$ cat src/rtl/swc_display.sv
// -----------------------------------------------------------------------------
// swc_display -- six-digit multiplexed seven-segment driver for the Swc
// stopwatch value.
//
// The 24-bit counter is shown as six hex digits, one digit slot of ScanDiv
// clock cycles at a time. counter/ready are captured only at the end of a
// frame (last cycle of slot 5), so every frame shows one coherent value.
// All outputs are registered and inactive (high) during reset.
//
// Parameters:
//   ScanDiv   clock cycles per digit slot (2..65535)
//   LeadBlank 1 = blank leading-zero digits (digit 0 always shown)
//
// Ports:
//   clock    sole clock, rising edge
//   reset    asynchronous, active-high reset
//   counter  stopwatch value (six hex nibbles)
//   ready    ready flag, shown on the digit-0 decimal point
//   seg      segments a..g on seg[0]..seg[6], active-low
//   dp       decimal point, active-low
//   an       digit enables, active-low; an[k] shows counter nibble k
// -----------------------------------------------------------------------------
module swc_display #(
   parameter int unsigned ScanDiv   = 4,
   parameter bit          LeadBlank = 1'b1
) (
   input  logic        clock,
   input  logic        reset,
   input  logic [23:0] counter,
   input  logic        ready,
   output logic [6:0]  seg,
   output logic        dp,
   output logic [5:0]  an
);

   localparam int unsigned     PreW    = (ScanDiv > 2) ? $clog2(ScanDiv) : 1;
   localparam logic [PreW-1:0] PreLast = PreW'(ScanDiv - 1);

   logic [PreW-1:0] pre_q, pre_d;
   logic [2:0]      idx_q, idx_d;
   logic [23:0]     snap_q, snap_d;
   logic            rdy_s_q, rdy_s_d;

   logic [6:0]      seg_d;
   logic            dp_d;
   logic [5:0]      an_d;

   logic            pre_last;
   logic            frame_wrap;
   logic [3:0]      cur_nib;
   logic [5:0]      cur_sel;
   logic [5:0]      upper_zero;
   logic            cur_blank;
   logic            cur_en;

   function automatic logic [6:0] hex_font(input logic [3:0] nib);
      logic [6:0] s;
      case (nib)
         4'h0:    s = 7'h40;
         4'h1:    s = 7'h79;
         4'h2:    s = 7'h24;
         4'h3:    s = 7'h30;
         4'h4:    s = 7'h19;
         4'h5:    s = 7'h12;
         4'h6:    s = 7'h02;
         4'h7:    s = 7'h78;
         4'h8:    s = 7'h00;
         4'h9:    s = 7'h10;
         4'hA:    s = 7'h08;
         4'hB:    s = 7'h03;
         4'hC:    s = 7'h46;
         4'hD:    s = 7'h21;
         4'hE:    s = 7'h06;
         default: s = 7'h0E;
      endcase
      return s;
   endfunction

   // Scan timing and frame-wrap snapshot
   always_comb begin
      pre_last   = (pre_q == PreLast);
      frame_wrap = pre_last && (idx_q == 3'd5);

      pre_d = pre_last ? '0 : pre_q + 1'b1;

      idx_d = idx_q;
      if (pre_last) begin
         idx_d = (idx_q == 3'd5) ? 3'd0 : idx_q + 3'd1;
      end

      snap_d  = snap_q;
      rdy_s_d = rdy_s_q;
      if (frame_wrap) begin
         snap_d  = counter;
         rdy_s_d = ready;
      end
   end

   // upper_zero[k]: nibbles 5..k of the snapshot are all zero
   always_comb begin
      upper_zero    = '0;
      upper_zero[5] = (snap_q[23:20] == 4'h0);
      upper_zero[4] = upper_zero[5] && (snap_q[19:16] == 4'h0);
      upper_zero[3] = upper_zero[4] && (snap_q[15:12] == 4'h0);
      upper_zero[2] = upper_zero[3] && (snap_q[11:8]  == 4'h0);
      upper_zero[1] = upper_zero[2] && (snap_q[7:4]   == 4'h0);
      upper_zero[0] = upper_zero[1] && (snap_q[3:0]   == 4'h0);
   end

   // Digit selection and output next-state
   always_comb begin
      cur_nib   = snap_q[3:0];
      cur_sel   = 6'h3E;
      cur_blank = 1'b0;
      case (idx_q)
         3'd0: begin
            cur_nib = snap_q[3:0];
            cur_sel = 6'h3E;
         end
         3'd1: begin
            cur_nib   = snap_q[7:4];
            cur_sel   = 6'h3D;
            cur_blank = upper_zero[1];
         end
         3'd2: begin
            cur_nib   = snap_q[11:8];
            cur_sel   = 6'h3B;
            cur_blank = upper_zero[2];
         end
         3'd3: begin
            cur_nib   = snap_q[15:12];
            cur_sel   = 6'h37;
            cur_blank = upper_zero[3];
         end
         3'd4: begin
            cur_nib   = snap_q[19:16];
            cur_sel   = 6'h2F;
            cur_blank = upper_zero[4];
         end
         3'd5: begin
            cur_nib   = snap_q[23:20];
            cur_sel   = 6'h1F;
            cur_blank = upper_zero[5];
         end
         default: begin
            cur_nib   = 4'h0;
            cur_sel   = 6'h3F;
            cur_blank = 1'b1;
         end
      endcase
      // Digit 0 is never blanked so a zero value still shows "0"
      cur_blank = cur_blank && LeadBlank;

      // First cycle of each slot is dark to avoid ghosting between digits
      cur_en = (pre_q != '0) && !cur_blank;

      an_d  = cur_en ? cur_sel : 6'h3F;
      seg_d = cur_blank ? 7'h7F : hex_font(cur_nib);
      dp_d  = !(cur_en && (idx_q == 3'd0) && rdy_s_q);
   end

   always_ff @(posedge clock or posedge reset) begin
      if (reset) begin
         pre_q   <= '0;
         idx_q   <= 3'd0;
         snap_q  <= 24'h000000;
         rdy_s_q <= 1'b0;
         an      <= 6'h3F;
         seg     <= 7'h7F;
         dp      <= 1'b1;
      end else begin
         pre_q   <= pre_d;
         idx_q   <= idx_d;
         snap_q  <= snap_d;
         rdy_s_q <= rdy_s_d;
         an      <= an_d;
         seg     <= seg_d;
         dp      <= dp_d;
      end
   end

endmodule

$ cat config.mk
export PLATFORM = sky130hd
export DESIGN_NAME = swc_display
export DESIGN_NICKNAME = d
export VERILOG_FILES = /design/src/rtl/swc_display.sv
export SDC_FILE = /design/constraint.sdc
export NUM_CORES = 1
export LEC_CHECK = 0
export ABC_AREA = 1
export CAP_MARGIN = 20
export CORE_MARGIN = 2
export CORE_UTILIZATION = 48
export CTS_CLUSTER_DIAMETER = 80
export DETAILED_ROUTE_END_ITERATION = 6
export PLACE_DENSITY = 0.73
export SLEW_MARGIN = 0
export SYNTH_ARGS = -nofsm -noshare
export SYNTH_HDL_FRONTEND = slang
export SYNTH_SLANG_ARGS = --single-unit
$ cat constraint.sdc
create_clock -name clock -period 2.1 [get_ports clock]
set_input_delay 0.42 -clock clock [delete_from_list [all_inputs] [get_ports clock]]
set_output_delay 0.42 -clock clock [all_outputs]
set_load 0.01 [all_outputs]
* Word-level counts from Yosys, hierarchy flattened *
Memory sizes are Yosys's and may differ from the RTL's.
Index checks and enable logic that the tools add are counted.

operators by class
  muxes and demuxes = 7
  shifts and indexed selects = 0
  bitwise gates (word level) = 0
  reductions and logical operators = 17
  add/subtract/negate cells = 2
  multiply operators = 0
  divide/modulo/power cells = 0
  order comparisons = 0
  equality and inequality tests = 6

operators with widths
  kind                 count
  $pmux 6 s6           1
  $pmux 4 s6           1
  $logic_not 4->1      5
  $logic_and 1x1->1    8
  $mux 7               1
  $eq 3x2->1 const B   2
  $eq 3x3->1 const B   2
  $mux 6               1
  $pmux 1 s6           1
  $add 3x1->3 const B  1
  $eq 3x1->1 const B   1
  $logic_not 3->1      1
  $mux 3               1
  $add 2x1->2 const B  1
  $eq 2x2->1 const B   1
  $logic_not 1->1      2
  $mux 2               1
  $reduce_bool 2->1    1

word-level totals
  memories kept = 1
  RAM bits = 0
  input port bits = 27
  logic and storage cells = 40
  ROM bits = 112
  bits in registers = 44
  output and inout port bits = 14
  bits in latches = 0

memories
  memory            words  bits a word  read ports  clocked after Yosys merged registers in  write ports  line  text
  (name not given)  16     7            1           0                                        0            58    case (nib)

* Logic depth before layout (Yosys ltp) *
Gate-level depths: netlist (run 1).

  depth in word-level cells = 11
  depth in mapped cells = 15
  gate-level depth less buffers = 14

* Least setup slack after synthesis (run 1) *
No wires, ideal clock.

  kind = register to register
  from = reg idx_q[1]
  to = reg seg[3]
  period minus slack after synthesis = 1.986 ns
  required time = 2.017 ns
  path buffers = 1
  slack = 0.114 ns
  data arrival time = 1.903 ns
  library setup time = 0.083 ns
  cell stages (with the launch flop) = 15
  cell sequence = dfrtp_1 > buf_6 > nand2_1 > inv_1 > ha_1 > nand2_1 > nand2_1 > nor2_1 > nand2_2 > nand2_2 > inv_1 > ha_1 > nand3b_1 > nand3_1 > nand3_1

between the ends
  longest elaborated chain between the ends = 4
  elaborated cells between the ends (all ways) = 10
  classes of those cells = eq/ne: 5; mux: 3; reduce/logical: 1; memory: 1

RTL lines
  item                                      line  text
  start, declared                           40    logic [2:0] idx_q, idx_d;
  start signal, assigned                    173   idx_q <= idx_d;
  $eq 3x3->1, or another cell as far along  115   case (idx_q)
  $pmux 4 s6                                115
  $mem_v2 16x7                              -
  $mux 7 (*)                                158   seg_d = cur_blank ? 7'h7F : hex_font(cur_nib);
  named net seg_d[3]                        44    logic [6:0] seg_d;
  end signal, assigned                      177   seg <= seg_d;
  end, declared                             31    output logic [6:0] seg,

Mark *: on every way through the listed nets, which the timed path passes. The rest lies on a longest branch.
A chain may end at the register's enable or synchronous reset.

* Worst setup path in the final report (run 1) *
  from = reg idx_q[2]
  to = reg seg[3]

The elaborated chain is that of the path after synthesis.

==> flow_metrics.env, run 1 <==
export IMPL_status="finished clean"
export IMPL_dr_total_vias=1945
export IMPL_postSynthCellCount=273
export IMPL_yosysSeqAreaShare_pct=44.0
export IMPL_initial_utilization_pct=49.8
export IMPL_cts_hold_buffers=0
export IMPL_rsz0062_at_grt="false"
export IMPL_crit_arrival_ns=2.12
export IMPL_yosysMostFrequentCell="nand2_1"
export IMPL_finalSetupViolations=0
export IMPL_max_cap_violations=0
export IMPL_ctsHtreeMaxLevel=2
export IMPL_fin_crit_sh_pct=91.0
export IMPL_wl_per_cell_um=12.7
export IMPL_grt_max_degree=45
export IMPL_rows=26
export IMPL_grt_pass1_vias=1941
export IMPL_coreArea_um2=5110
export IMPL_timing_fmax_ghz=0.523
export IMPL_pin_count=41
export IMPL_cp_start_kind="register"
export IMPL_crit_path_frequent_cell="nand2_2"
export IMPL_synth_area_um2=2540
export IMPL_min_period_ns=1.91
export IMPL_post_cts_setup_buffers=0
export IMPL_yosys_area_top_type="dfrtp_1"
export IMPL_avgSynthCellArea_um2=9.31
export IMPL_synthArstFlopShare_pct=100
export IMPL_cts_resized_gates=0
export IMPL_finalHoldWorstSlack_ns=0.457
export IMPL_mappedNetlistNets=312
export IMPL_finalClockSkew_ns=0.00625
export IMPL_power_density_nw_per_um2=507
export IMPL_finalHoldViolCount=0
export IMPL_die_w_um=76.8
export IMPL_drtIter0Drc=157
export IMPL_grt_pass1_wl_um=8800
export IMPL_maxSlewHeadroom_pct=64.9
export IMPL_synth_warnings=0
export IMPL_place_congestion=0.924
export IMPL_crit_fanout=15
export IMPL_required_ns=2.31
export IMPL_cts_buffers=5
export IMPL_critical_path_max_stage_delay_ns=0.40
export IMPL_critical_path_buf_inv_count=3
export IMPL_path_cells="buf_6, nor3_4, nand2_1, nand2_2, inv_2, nand2_2, nand2_2, inv_1, ha_1, nand3b_1, nand3_1, nand3_1"
export IMPL_hold_class="reg2reg"
export IMPL_route_detailed_drc=0
export IMPL_synth_area_leaders="dfrtp_1 (30%), dfstp_2 (14%), nand2_1 (7.4%)"
export IMPL_p_leak_nw=1.51
export IMPL_cts_root_buf="clkbuf_8"
export IMPL_drt_pass1_iter_count=4
export IMPL_path_class="reg2reg"
export IMPL_clkTransAtPathRegs_ns=0.08
export IMPL_synth_cell_type_count=34
export IMPL_synth_edf_count=0
export IMPL_clock_latency_ns=0.29
export IMPL_synth_common_cells="nand2_1 (50), dfrtp_1 (30), nand3_1 (28)"
export IMPL_drive_gt1_share_pct=28.7
export IMPL_track_usage_pct=18.2
export IMPL_cts_tree="yes"
export IMPL_clock_sinks=44
export IMPL_synth_top_area_share_pct=29.5
export IMPL_portBuffers=40
export IMPL_via_per_inst=4.94
export IMPL_post_dp_hpwl_um=3740
export IMPL_cp_slowest_cell="dfrtp_1"
export IMPL_ys_ff_latch=44
export IMPL_layout_nets=362
export IMPL_fp_dieH_um=76.8
export IMPL_synthFlopType="dfrtp_1"
export IMPL_worstMarginPinSlew_ns=0.526
export IMPL_antenna_found_initial=0
export IMPL_ir_drop_uv=382
export IMPL_area_growth_synth_to_final_pct=24.4
export IMPL_cp_end_kind="register"
export IMPL_crit_family="simple AND/OR/NAND/NOR gates"
export IMPL_drt_antenna_violating_nets=0
export IMPL_clock_path_buffers=2
export IMPL_overflow=0
export IMPL_r2r_slack_ns=0.19
export IMPL_tns_ns=0
export IMPL_timing_max_transition_violations_final=0
export IMPL_diodes=0
export IMPL_die_area_um2=5900
export IMPL_drt_wl_total_um=5000
power breakdown:
group	internal [mW]	switching [mW]
Combinational	0.110	0.0873
Clock	0.232	0.261
Sequential	0.892	0.0206
layout make-up:
type | count | area [um2]
clock inverters | 1 | 3.75
well taps | 70 | 87.6
flip-flops and latches | 44 | 1120
inverters | 34 | 134
multi-input cells | 187 | 1250
clock buffers | 7 | 76.3
repair buffers | 51 | 494
fillers | 438 | 1950
layout by cell type, fill, tap and decap left out, types with 2 or more instances in the layout:
cell type and instances:
nand2_2 10, clkdlybuf4s50_1 40, dfrtp_1 30, o21ai_0 2, buf_6 3, o21ai_2 2
nand2_4 4, clkbuf_8 5, nand3b_1 2, nor3_1 2, nor2_4 3, inv_1 26
nand2_1 49, nand3_2 4, a21oi_1 3, inv_4 2, nor2_1 25, inv_2 5
nor2_2 3, clkbuf_1 2, mux2_4 9, mux2_2 6, nand3_1 27, o21ai_1 4
nand4_1 5, ha_2 2, dfstp_2 14, nor3_4 2, buf_4 8, ha_1 10
a21oi_2 7
kinds of logic after synthesis:
logic type	synth area share [%]
adder cells (fa/ha/maj)	5.91
multiplexers	7.97
flip-flops	44.0
buffers and inverters	8.22
AO/OA/AOI/OAI	4.87
AND/OR/NAND/NOR	29.0
sequential cells by signal (all words and copies together) (netlist names):
name     flops
an           6
pre_q        2
dp           1
snap_q      24
rdy_s_q      1
idx_q        3
seg          7
metrics by stage:
stage / power, mW / util (%) / area (um2) / worst slack [ns] / std cells
4_1_cts: 1.61 / 61.0 / 3120 / 0.0892 / 394
3_3_place_gp: 1.12 / 59.5 / 3040 / 0.134 / 386
2_1_floorplan: 1.03 / - / 2540 / 0.114 / 273
5_1_grt: 1.68 / 61.9 / 3160 / 0.0114 / 394
3_5_place_dp: 1.13 / 59.5 / 3040 / 0.106 / 386
6_report: 1.60 / 61.9 / 3160 / 0.189 / 394
worst paths after layout:
check,start,end,cells after the start
min in group asynchronous,reset,pre_q[0],3
hold reg to reg,pre_q[0],pre_q[0],1
setup / recovery,idx_q[2],seg[3],12
max in group asynchronous,reset,seg[1],3
setup reg to reg,idx_q[2],seg[3],12
hold / removal,pre_q[0],pre_q[0],1
routing by layer:
metal / vias up / routed length, um / global-route usage, % / part of all wire (%)
li1: 975 / - / - / -
met1: 886 / 2240 / 24.8 / 45
met2: 73 / 2380 / 28.7 / 48
met3: 11 / 298 / 3.88 / 6.0
met4: 0 / 83 / 6.73 / 1.7
met5: - / 0 / 0 / 0
Note: power is estimated with default switching activity, not from simulation.
==> run 2, diff against run 1 <==
Settings changed: RECOVER_POWER set to 50.
==> flow_metrics.env, run 2 (same netlist as run 1, synthesis figures left out) <==
export IMPL_status="finished clean"
export IMPL_finalHoldViolCount=0
export IMPL_die_w_um=76.8
export IMPL_hold_path_depth=1
export IMPL_crit_fanout=15
export IMPL_required_ns=2.31
export IMPL_cts_root_buf="clkbuf_8"
export IMPL_placed_area_um2=3040
export IMPL_timing_fmax_ghz=0.523
export IMPL_grt_pass1_wl_um=8800
export IMPL_layout_nets=362
export IMPL_post_cts_setup_buffers=0
export IMPL_pin_count=41
export IMPL_track_usage_pct=18.2
export IMPL_ir_drop_uv=382
export IMPL_initial_utilization_pct=49.8
export IMPL_crit_end="seg[3]"
export IMPL_area_growth_synth_to_final_pct=24.1
export IMPL_maxSlewHeadroom_pct=32.0
export IMPL_finalSetupViolations=0
export IMPL_p_leak_nw=1.50
export IMPL_drt_wl_total_um=4990
export IMPL_clock_latency_ns=0.29
export IMPL_tns_ns=0
export IMPL_cts_resized_gates=0
export IMPL_layout_common_cells="nand2_1 (49), clkdlybuf4s50_1 (39), dfrtp_1 (30)"
export IMPL_path_class="reg2reg"
export IMPL_finalClockSkew_ns=0.00629
export IMPL_antenna_found_initial=0
export IMPL_fin_crit_sh_pct=91.1
export IMPL_worstMarginPinSlew_ns=1.02
export IMPL_rsz0062_at_grt="false"
export IMPL_drtIter0Drc=157
export IMPL_r2r_slack_ns=0.19
export IMPL_dr_total_vias=1951
export IMPL_clock_path_buffers=2
export IMPL_overflow=0
export IMPL_max_cap_violations=0
export IMPL_place_congestion=0.924
export IMPL_min_period_ns=1.91
export IMPL_cp_end_kind="register"
export IMPL_cts_hold_buffers=0
export IMPL_drt_pass1_iter_count=4
export IMPL_stdcell_area_um2=3160
export IMPL_post_dp_hpwl_um=3740
export IMPL_cp_start_kind="register"
export IMPL_diodes=0
export IMPL_hold_class="reg2reg"
export IMPL_power_density_nw_per_um2=507
export IMPL_final_common_cell="nand2_1"
export IMPL_drive_gt1_share_pct=28.4
export IMPL_top_register="snap_q"
export IMPL_portBuffers=40
export IMPL_grt_max_degree=45
export IMPL_clkTransAtPathRegs_ns=0.08
export IMPL_via_per_inst=4.95
export IMPL_clock_sinks=44
export IMPL_cts_tree="yes"
export IMPL_largest_reg_flops=24
export IMPL_cts_buffers=5
export IMPL_fp_dieH_um=76.8
export IMPL_coreArea_um2=5110
export IMPL_reg_top3="snap_q (24), seg (7), an (6)"
export IMPL_die_area_um2=5900
export IMPL_drt_antenna_violating_nets=0
export IMPL_grt_pass1_vias=1941
export IMPL_crit_start="idx_q[2]"
export IMPL_r2r_end="seg[3]"
export IMPL_route_detailed_drc=0
export IMPL_r2r_start="idx_q[2]"
export IMPL_r2r_cells=12
export IMPL_timing_max_transition_violations_final=0
export IMPL_crit_arrival_ns=2.13
export IMPL_fin_util_pct=61.8
export IMPL_ctsHtreeMaxLevel=2
export IMPL_rows=26
export IMPL_wl_per_cell_um=12.7
[run 2: cell count changes in the layout (fill, tap and decap cells not counted), sizes merged]
cell / previous run / this run
dlygate4sd3: 0 / 1
clkbuf: 7 / 9
clkdlybuf4s50: 40 / 39
buf: 11 / 9
[run 2: report_power, final]
group | total (mW) | leakage [nW] | internal, mW | switching, mW
logic | 0.196 | 0.960 | 0.109 | 0.0872
registers | 0.912 | 0.503 | 0.892 | 0.0205
clock network | 0.493 | 0.0399 | 0.232 | 0.261
[run 2: area by class of cell]
cell class / instances / area (um2)
clock buffer: 7 / 76.3
sequential: 44 / 1120
multi-input combinational: 187 / 1250
inverter: 34 / 134
fill: 439 / 1950
clock inverter: 1 / 3.75
tap: 70 / 87.6
timing repair buffer: 51 / 488
[run 2: how the worst min path moves through the flow]
stage,slack (ns),from,to
global placement,0.44,pre_q[0],pre_q[0]
detailed placement,0.45,pre_q[0],pre_q[0]
global route,0.50,pre_q[0],pre_q[0]
floorplan,0.43,pre_q[0],pre_q[0]
finish,0.46,pre_q[0],pre_q[0]
CTS,0.46,pre_q[0],pre_q[0]
[run 2: critical path, stage by stage (launching register included)]
cell and delay [ns]:
dfrtp_1 0.40, buf_6 0.18, nor3_4 0.24, nand2_1 0.09, nand2_2 0.09, inv_2 0.04
nand2_2 0.04, nand2_2 0.08, inv_1 0.10, ha_1 0.23, nand3b_1 0.17, nand3_1 0.10
nand3_1 0.08
[run 2: metal layers]
layer / GRT usage, % / share of wire [%] / vias to the layer above
met5: 0 / 0 / -
met4: 6.73 / 1.7 / 0
met3: 3.88 / 6.0 / 11
met2: 28.7 / 48 / 75
met1: 24.8 / 45 / 890
li1: - / - / 975
[run 2: per-stage QoR]
stage / instances / power [mW] / hold slack [ns] / worst slack (ns)
6_report: 394 / 1.60 / 0.461 / 0.187
5_1_grt: 394 / 1.68 / 0.497 / 0.0114
4_1_cts: 394 / 1.61 / 0.461 / 0.0892
3_5_place_dp: 386 / 1.13 / 0.451 / 0.106
3_3_place_gp: 386 / 1.12 / 0.443 / 0.134
2_1_floorplan: 273 / 1.03 / 0.432 / 0.114
==> run 3, diff against run 2 <==
Settings changed: PLACE_DENSITY 0.73 to unset, PLACE_DENSITY_LB_ADDON set to 0.25, REMOVE_ABC_BUFFERS set to 1, SKIP_CTS_REPAIR_TIMING set to 1.
==> flow_metrics.env, run 3 (same netlist as run 1, synthesis figures left out) <==
export IMPL_pwr_share_seq_pct=56.5
export IMPL_path_cells="buf_4, buf_4, ha_1, inv_1, nand2_2, inv_1, ha_1, nand3_1, nor2_1, nor2_1, nand2_1"
export IMPL_crit_arrival_ns=2.22
export IMPL_drive_gt1_share_pct=29.6
export IMPL_clock_path_buffers=2
export IMPL_finalHoldViolCount=0
export IMPL_pwr_share_comb_pct=12.0
export IMPL_drt_pass1_iter_count=4
export IMPL_p_sw_share_pct=23.5
export IMPL_place_ws_ns=0.0820
export IMPL_min_period_ns=1.98
export IMPL_path_class="reg2reg"
export IMPL_stdcell_count=401
export IMPL_fp_dieH_um=76.8
export IMPL_stdcell_area_um2=3170
export IMPL_cts_root_buf="clkbuf_8"
export IMPL_place_congestion=0.863
export IMPL_power_mw=1.61
export IMPL_cp_slowest_cell="dfrtp_1"
export IMPL_p_leak_nw=1.54
export IMPL_cts_tree="yes"
export IMPL_hold_class="reg2reg"
export IMPL_portBuffers=40
export IMPL_crit_fanout=12
export IMPL_finalHoldWorstSlack_ns=0.475
export IMPL_cp_start_kind="register"
export IMPL_status="finished clean"
export IMPL_via_per_inst=4.95
export IMPL_timing_fmax_ghz=0.506
export IMPL_top_register="snap_q"
export IMPL_critical_path_max_stage_delay_ns=0.40
export IMPL_timing_max_transition_violations_final=0
export IMPL_diodes=0
export IMPL_cts_buffers=5
export IMPL_final_common_cell="nand2_1"
export IMPL_largest_reg_flops=24
export IMPL_die_area_um2=5900
export IMPL_post_dp_hpwl_um=3890
export IMPL_cp_end_kind="register"
export IMPL_route_detailed_drc=0
export IMPL_grt_max_degree=45
export IMPL_grt_pass1_wl_um=9000
export IMPL_required_ns=2.34
export IMPL_track_usage_pct=19.4
export IMPL_rows=26
export IMPL_drt_antenna_violating_nets=0
export IMPL_clock_sinks=44
export IMPL_internal_power_mw=1.23
export IMPL_ir_drop_uv=274
export IMPL_drt_wl_total_um=5180
export IMPL_max_cap_violations=0
export IMPL_ctsHtreeMaxLevel=2
export IMPL_finalClockSkew_ns=0.00809
export IMPL_drtIter0Drc=116
export IMPL_maxSlewHeadroom_pct=32.8
export IMPL_clock_latency_ns=0.30
export IMPL_setup_ws_ns=0.124
export IMPL_finalSetupViolations=0
export IMPL_grt_pass1_vias=1905
export IMPL_fin_crit_sh_pct=94.1
export IMPL_pin_count=41
export IMPL_die_w_um=76.8
export IMPL_dp_cells=389
export IMPL_clkPwrFrac_pct=31.4
export IMPL_tns_ns=0
export IMPL_power_density_nw_per_um2=509
export IMPL_fin_util_pct=62.0
export IMPL_clkTransAtPathRegs_ns=0.08
export IMPL_rsz0062_at_grt="false"
export IMPL_layout_nets=369
export IMPL_antenna_found_initial=0
export IMPL_placed_area_um2=3060
export IMPL_wl_per_cell_um=12.9
export IMPL_overflow=0
export IMPL_switching_power_uw=379
export IMPL_area_growth_synth_to_final_pct=24.6
export IMPL_dr_total_vias=1984
export IMPL_worstMarginPinSlew_ns=1.01
export IMPL_layout_common_cells="nand2_1 (49), clkdlybuf4s50_1 (39), nand3_1 (29), dfrtp_1 (29), inv_1 (26)"
export IMPL_coreArea_um2=5110
export IMPL_initial_utilization_pct=49.8
export IMPL_reg_top3="snap_q (24), seg (7), an (6)"
[run 3: final timing paths]
check                            to      from  depth (start not counted)  slack [ns]
hold / removal             pre_q[0]  pre_q[0]                          1        0.47
hold reg to reg            pre_q[0]  pre_q[0]                          1        0.47
setup / recovery             seg[5]  idx_q[2]                         11        0.12
max in group asynchronous  idx_q[0]     reset                          3        0.54
min in group asynchronous  idx_q[2]     reset                          3        0.89
setup reg to reg             seg[5]  idx_q[2]                         11        0.12
[run 3: power groups by stage]
| stage | clock network [mW] | registers, mW | logic, mW |
|---|---|---|---|
| after detailed placement | 0 | 0.927 | 0.197 |
| after global routing | 0.556 | 0.916 | 0.219 |
| after CTS | 0.520 | 0.912 | 0.197 |
| after floorplan | 0 | 0.928 | 0.100 |
| after global placement | 0 | 0.927 | 0.193 |
| final | 0.507 | 0.912 | 0.194 |
[run 3: final cells by class]
cell class | instances | area (um2)
clock buffers | 7 | 76.3
well taps | 70 | 87.6
repair buffers | 58 | 533
multi-input cells | 187 | 1210
clock inverters | 1 | 5.00
fillers | 473 | 1940
flip-flops and latches | 44 | 1120
inverters | 34 | 134
[run 3: per-layer routing]
| metal | vias up | global-route usage, % | wire length (um) |
|---|---|---|---|
| li1 | 984 | - | - |
| met1 | 945 | 24.2 | 2230 |
| met2 | 47 | 33.2 | 2650 |
| met3 | 8 | 4.00 | 205 |
| met4 | 0 | 6.73 | 99 |
| met5 | - | 0 | 0 |
[run 3: worst max-delay path: cells and delay by family, from the launching register on]
family	cells	cell delay, ns
and+or+nand+nor	5	0.51
DFF	1	0.40
adders and majority gates	2	0.39
buffers and inverters	4	0.62
